==> config.mk <==
export PLATFORM = sky130hd
export DESIGN_NAME = regfile_read_arbiter
export DESIGN_NICKNAME = d
export VERILOG_FILES = /design/src/rtl/regfile_read_arbiter.sv
export SDC_FILE = /design/constraint.sdc
export NUM_CORES = 1
export LEC_CHECK = 0
export CAP_MARGIN = 20
export CELL_PAD_IN_SITES_DETAIL_PLACEMENT = 1
export CELL_PAD_IN_SITES_GLOBAL_PLACEMENT = 1
export CORE_UTILIZATION = 30
export CTS_CLUSTER_DIAMETER = 120
export DETAILED_ROUTE_END_ITERATION = 10
export PLACE_DENSITY = 0.86
export SLEW_MARGIN = 40
export SYNTH_ARGS = -nofsm -noshare
export SYNTH_HDL_FRONTEND = slang
export SYNTH_SLANG_ARGS = --single-unit
==> constraint.sdc <==
create_clock -name Clk -period 2.1 [get_ports Clk]
set_input_delay 0.42 -clock Clk [delete_from_list [all_inputs] [get_ports Clk]]
set_output_delay 0.42 -clock Clk [all_outputs]
set_load 0.03 [all_outputs]
==> src/rtl/regfile_read_arbiter.sv <==
// Round-robin arbiter sharing one register-file read mux among NREQ requesters.
// Optional: define ZERO_REG_EN to force read data of register 0 to zero.
module regfile_read_arbiter #(
  parameter int NREQ = 3,
  parameter int IDW  = 2,
  parameter int DW   = 32,
  parameter int AW   = 5
) (
  input  logic                Clk,
  input  logic                Reset,
  input  logic [NREQ-1:0]     Req,
  input  logic [NREQ*AW-1:0]  Addr,
  output logic [NREQ-1:0]     Gnt,
  output logic                Busy,
  output logic [AW-1:0]       Sel,
  input  logic [DW-1:0]       Dout,
  output logic                RdValid,
  output logic [IDW-1:0]      RdId,
  output logic [DW-1:0]       RdData
);

  typedef enum logic [1:0] {IDLE, GRANT, RESP} state_t;

  state_t         state, state_nxt;
  logic [IDW-1:0] ptr;
  logic [IDW-1:0] id;
  logic [IDW-1:0] win;
  logic           found;
  logic [IDW:0]   scan;
  logic [AW-1:0]  addr_arr [NREQ];

  always_comb begin
    for (int unsigned i = 0; i < NREQ; i++) begin
      addr_arr[i] = Addr[i*AW +: AW];
    end
  end

  // First requester at or after ptr, wrapping modulo NREQ.
  always_comb begin
    found = 1'b0;
    win   = '0;
    scan  = '0;
    for (int unsigned k = 0; k < NREQ; k++) begin
      scan = {1'b0, ptr} + (IDW+1)'(k);
      if (scan >= (IDW+1)'(NREQ)) begin
        scan = scan - (IDW+1)'(NREQ);
      end
      if (!found && Req[scan[IDW-1:0]]) begin
        found = 1'b1;
        win   = scan[IDW-1:0];
      end
    end
  end

  always_comb begin
    state_nxt = state;
    Gnt       = '0;
    unique case (state)
      IDLE:    if (found) state_nxt = GRANT;
      GRANT: begin
        Gnt[id]   = 1'b1;
        state_nxt = RESP;
      end
      RESP:    state_nxt = IDLE;
      default: state_nxt = IDLE;
    endcase
  end

  assign Busy    = (state != IDLE);
  assign RdValid = (state == RESP);

  always_ff @(posedge Clk or posedge Reset) begin
    if (Reset) begin
      state  <= IDLE;
      ptr    <= '0;
      id     <= '0;
      Sel    <= '0;
      RdId   <= '0;
      RdData <= '0;
    end else begin
      state <= state_nxt;
      unique case (state)
        IDLE: if (found) begin
          Sel <= addr_arr[win];
          id  <= win;
        end
        GRANT: begin
          RdId <= id;
`ifdef ZERO_REG_EN
          RdData <= (Sel == '0) ? '0 : Dout;
`else
          RdData <= Dout;
`endif
        end
        RESP: ptr <= (id == IDW'(NREQ-1)) ? '0 : id + 1'b1;
        default: ;
      endcase
    end
  end

endmodule
* Yosys cells after proc, flatten, opt, wreduce, memory -nomap -nowiden
Index checks and enable logic that the tools add are counted.
** Cells by class
- $add $sub $neg :: 6
- Multiply operators :: 0
- Divide/modulo/power cells :: 0
- $lt $le $gt $ge :: 9
- Equal/unequal tests :: 4
- Shift-type cells :: 0
- Multiplexer cells :: 24
- Bitwise gates (word level) :: 1
- Reductions and logical operators :: 8
** Operator list (number)
- two-way mux 2 bit :: 8
- < comparator 2 x 3 -> 1 bit, second input constant :: 4
- binary-select mux 5 bit (select 2 bit) :: 1
- two-way mux 5 bit :: 2
- two-way mux 1 bit :: 7
- binary-select mux 1 bit (select 2 bit) :: 3
- >= comparator 3 x 2 -> 1 bit, second input constant :: 2
- subtractor 2 bit, second input constant :: 3
- equality test 2 bit, second input constant :: 2
- case mux 2 bit (2 select lines) :: 1
- adder 2 x 1 -> 3 bit, second input constant :: 1
- adder 2 x 2 -> 3 bit, second input constant :: 1
- >= comparator 3 bit, second input constant :: 1
- logical AND 1 bit :: 3
- two-way mux 3 bit :: 1
- NOT 2 -> 3 bit :: 1
- adder 2 x 1 -> 2 bit, second input constant :: 1
- demux 1 bit (select 2 bit) :: 1
- equality test 2 x 1 -> 1 bit, second input constant :: 1
- >= comparator 2 x 1 -> 1 bit, second input constant :: 1
- >= comparator 2 bit, second input constant :: 1
- logical NOT 1 bit :: 2
- logical NOT 2 bit :: 1
- inequality test 2 bit, second input constant :: 1
- 2 further kinds :: 2
** Storage, ports and cells
- Register bits :: 45
- Bits in latches :: 0
- Bits in writable memories :: 0
- Bits in read-only memories :: 0
- Input bits :: 52
- Output and inout port bits :: 44
- Logic and storage cells :: 58
- Memories kept :: 0

* Depth between registers and ports, before layout
- Word-level depth :: 15
- Depth in mapped cells :: 8
- Mapped depth without buffers :: 7

* Least setup slack after synthesis
No wires, ideal clock.
- Kind :: register to output
- Start point :: register state[1]
- End point :: output port Gnt[0]
- Arrival time :: 1.583 ns
- Required time :: 1.680 ns
- Setup slack :: 0.097 ns
- Stages on the path, launching flop included :: 5
- Path buffers :: 2
- Cells stage by stage :: dfrtp_1 > nand2b_1 > clkbuf_1 > clkbuf_1 > nor3_1
** On the way
- Longest elaborated chain between the ends :: 2
** RTL lines
- from (decl) :: line 24 : state_t state, state_nxt;
- from (signal assigned) :: line 81 : state <= state_nxt;
- equality test 2 x 1 -> 1 bit :: line 58 : unique case (state)
- two-way mux 3 bit :: line 58
- to (decl) :: line 13 : output logic [NREQ-1:0] Gnt,
Every way passes these cells.

* Final worst setup path
- Start point :: register ptr[1]
- End point :: register Sel[4]
** On the way
- Longest elaborated chain between the ends :: 15
- Elaborated cells between the ends (all ways) :: 32
- Classes of those cells :: 5 x add/sub; 3 x order compare; 18 x mux; 1 x bitwise; 5 x reduce/logical
** RTL lines
- from (decl) :: line 25 : logic [IDW-1:0] ptr;
- from (signal assigned) :: line 95 : RESP: ptr <= (id == IDW'(NREQ-1)) ? '0 : id + 1'b1;
- branches (longest 15 deep; another with adder 2 x 1 -> 3 bit)
- to (signal assigned) :: line 84 : Sel <= addr_arr[win];
- to (decl) :: line 15 : output logic [AW-1:0] Sel,
Parallel ways; which one is timed is not known. The select of a mux whose other input is x is not followed.
A chain may end at the register's enable or synchronous reset.

==> flow_metrics.env <==
export IMPL_outcome="complete, no violations"
export IMPL_synth_nets=293
export IMPL_initial_utilization_pct=31.3
export IMPL_rsz0062_at_grt="true"
export IMPL_post_place_ws_ps=-229
export IMPL_cts_buffers=5
export IMPL_netlist_instances=237
export IMPL_maxCapViolCount=0
export IMPL_stdcell_count=445
export IMPL_layout_common_cells="nand2_1, clkdlybuf4s50_1, dfrtp_1"
export IMPL_area_delta_synth_final_pct=63.6
export IMPL_final_setup_tns_ps=0
export IMPL_dieArea_mm2=0.00746
export IMPL_wire_per_inst_um=14.4
export IMPL_place_inst=435
export IMPL_p_switching_mw=2.65
export IMPL_grt_use_total_pct=17.6
export IMPL_holdBufCountCts=0
export IMPL_wl_um=6420
export IMPL_die_h_um=86.4
export IMPL_antenna_found_initial=0
export IMPL_drive_gt1_share_pct=14.0
export IMPL_crit_type="register to register"
export IMPL_via_per_inst=4.51
export IMPL_clkSlewWorstSetupHoldPaths_ps=90
export IMPL_die_w_um=86.4
export IMPL_skew_ps=7.99
export IMPL_drc_errors=0
export IMPL_grt_pass1_vias=2176
export IMPL_overflow=0
export IMPL_drt_pass1_iterations=4
export IMPL_seqCellArea_mm2=0.00113
export IMPL_grt_pass1_wl_um=10300
export IMPL_clkPwrFrac_pct=11.2
export IMPL_p_int_mw=3.23
export IMPL_cts_sinks=45
export IMPL_ys_types=32
export IMPL_ant_nets=0
export IMPL_finalHoldWorstSlack_ps=391
export IMPL_slew_violations=0
export IMPL_design_area_mm2=0.00350
export IMPL_dpl_cell_area_mm2=0.00330
export IMPL_ys_seq_area_share_pct=52.7
export IMPL_vias=2005
export IMPL_p_leak_nw=1.62
export IMPL_hold_violations=0
export IMPL_hp_class="input pin to asynchronous set/reset pin"
export IMPL_synth_seq_cells=45
export IMPL_fill_cells=786
export IMPL_fin_crit_ps=2020
export IMPL_core_area_mm2=0.00683
export IMPL_max_vdd_ir_drop_uv=635
export IMPL_fin_nets=404
export IMPL_startpoint_type="register"
export IMPL_final_setup_viol_count=0
export IMPL_cp_max_fo=7
export IMPL_comb_power_share_pct=62.4
export IMPL_cts_root_buf="clkbuf_8"
export IMPL_cts_tree="done"
export IMPL_insertion_delay_ps=300
export IMPL_antenna_cells=0
export IMPL_grt_max_degree=34
export IMPL_portBuffers=95
export IMPL_p_per_area_mw_per_mm2=1680
export IMPL_clk_path_buf_depth=2
export IMPL_ys_warn_count=0
export IMPL_layout_commonest_cell="nand2_1"
export IMPL_cp_arrival_ps=2180
export IMPL_post_route_period_util_pct=96.3
export IMPL_hpwl_um=4830
export IMPL_multi_input_area_um2=995
export IMPL_max_slew_margin_rel_pct=72.5
export IMPL_h_tree_depth=2
export IMPL_setup_slack_ps=78.7
export IMPL_crit_path_end_kind="register"
export IMPL_drt_initial_drc_count=62
export IMPL_netlist_area_mm2=0.00214
export IMPL_rows=30
export IMPL_netSwitchingFraction_pct=45.1
export IMPL_io_pins=96
export IMPL_gp_congestion=0.804
export IMPL_seqPwrFrac_pct=26.4
export IMPL_worst_pin_slew_ps=410
export IMPL_syn_avg_cell_area_um2=9.02
export IMPL_cp_required_ps=2260
export IMPL_fmax_ghz=0.495
## cell type report
class	count	share of cell area [%]
clock inverters	2	1.11
inverters	10	1.07
repair buffers	114	31.6
well taps	96	3.44
multi-input cells	172	28.5
clock buffers	6	2.08
flip-flops and latches	45	32.2
## cells in the mapped netlist
cell	count	area, µm²
nand2_1	115	432
dfrtp_1	45	1130
inv_1	9	33.8
mux2i_1	9	90.1
clkbuf_1	7	26.3
nand2b_1	6	37.5
o221ai_1	5	43.8
ha_1	4	50.1
nor2_1	4	15.0
o21ai_1	4	20.0
nand3b_1	3	22.5
a2bb2oi_1	2	17.5
buf_2	2	10.0
nor3_1	2	10.0
nor3b_1	2	15.0
o21ai_0	2	10.0
a21oi_1	1	5.00
a32oi_2	1	16.3
buf_6	1	11.3
clkinv_1	1	3.75
mux2_1	1	11.3
mux2i_4	1	22.5
nand4b_1	1	8.76
nor2b_1	1	6.26
o211ai_2	1	12.5
o22a_1	1	8.76
o22ai_1	1	6.26
o31ai_2	1	12.5
o32a_1	1	10.0
o32ai_4	1	27.5
or3_1	1	6.26
or3b_1	1	8.76
## worst max-delay path: stages (launching register included)
cell      delay, ps
dfrtp_1         400
buf_4           150
ha_4            230
or3b_1          370
o32a_1          260
a32oi_4         300
o221ai_1        170
## power by group through the flow
stage	combinational, mW	clock (mW)	sequential, mW
floorplan	1.38	0	2.23
global placement	3.42	0	1.54
detailed placement	3.55	0	1.56
CTS	3.66	0.685	1.55
global route	3.96	0.714	1.61
finish	3.67	0.661	1.55
## per-layer routing
layer | GRT usage, % | vias to the layer above | share of wire [%]
li1 | - | 980 | -
met1 | 21.7 | 961 | 42
met2 | 31.2 | 58 | 51
met3 | 4.00 | 6 | 5.4
met4 | 4.24 | 0 | 0.79
met5 | 0 | - | 0
## registers in the layout, summed over array words and instances, names as in the netlist
name	flops
RdData	32
state	2
id	2
RdId	2
Sel	5
ptr	2
## final timing paths
kind	from	end	slack, ps	depth (start not counted)
min in group Clk	RdId[1]$_DFFE_PP0P_	RdId[1]$_DFFE_PP0P_	480	2
max reg2reg	ptr[1]$_DFFE_PP0P_	Sel[4]$_DFFE_PP0P_	80	6
max	ptr[1]$_DFFE_PP0P_	Sel[4]$_DFFE_PP0P_	80	6
min	Reset	RdData[7]$_DFFE_PP0P_	390	2
max in group asynchronous	Reset	ptr[0]$_DFFE_PP0P_	1210	3
min reg2reg	RdId[1]$_DFFE_PP0P_	RdId[1]$_DFFE_PP0P_	480	2
## what timing repair did
| action | 4_1_cts | 5_1_grt |
|---|---|---|
| pin swaps | 2 | 2 |
| setup endpoints to repair | 7 | 8 |
| buffers inserted | 1 | 1 |
| gates resized for setup | 10 | 8 |
## cell families (layout without fill, tap and decap cells)
group	Yosys count	in the layout	synth area share [%]
AOI/OAI and AO/OA	21	21	8.90
DFF	45	45	52.7
adders and majority gates	4	4	2.34
muxes	11	11	5.80
and+or+nand+nor	136	136	26.3
buffers and inverters	20	132	3.98
## through the flow
step | power, mW | util (%)
CTS | 5.90 | 50.6
detailed placement | 5.10 | 48.2
finish | 5.88 | 51.2
global placement | 4.96 | 48.2
floorplan | 3.61 | -
global route | 6.28 | 51.2
No activity file was read; power rests on OpenSTA's default activity.
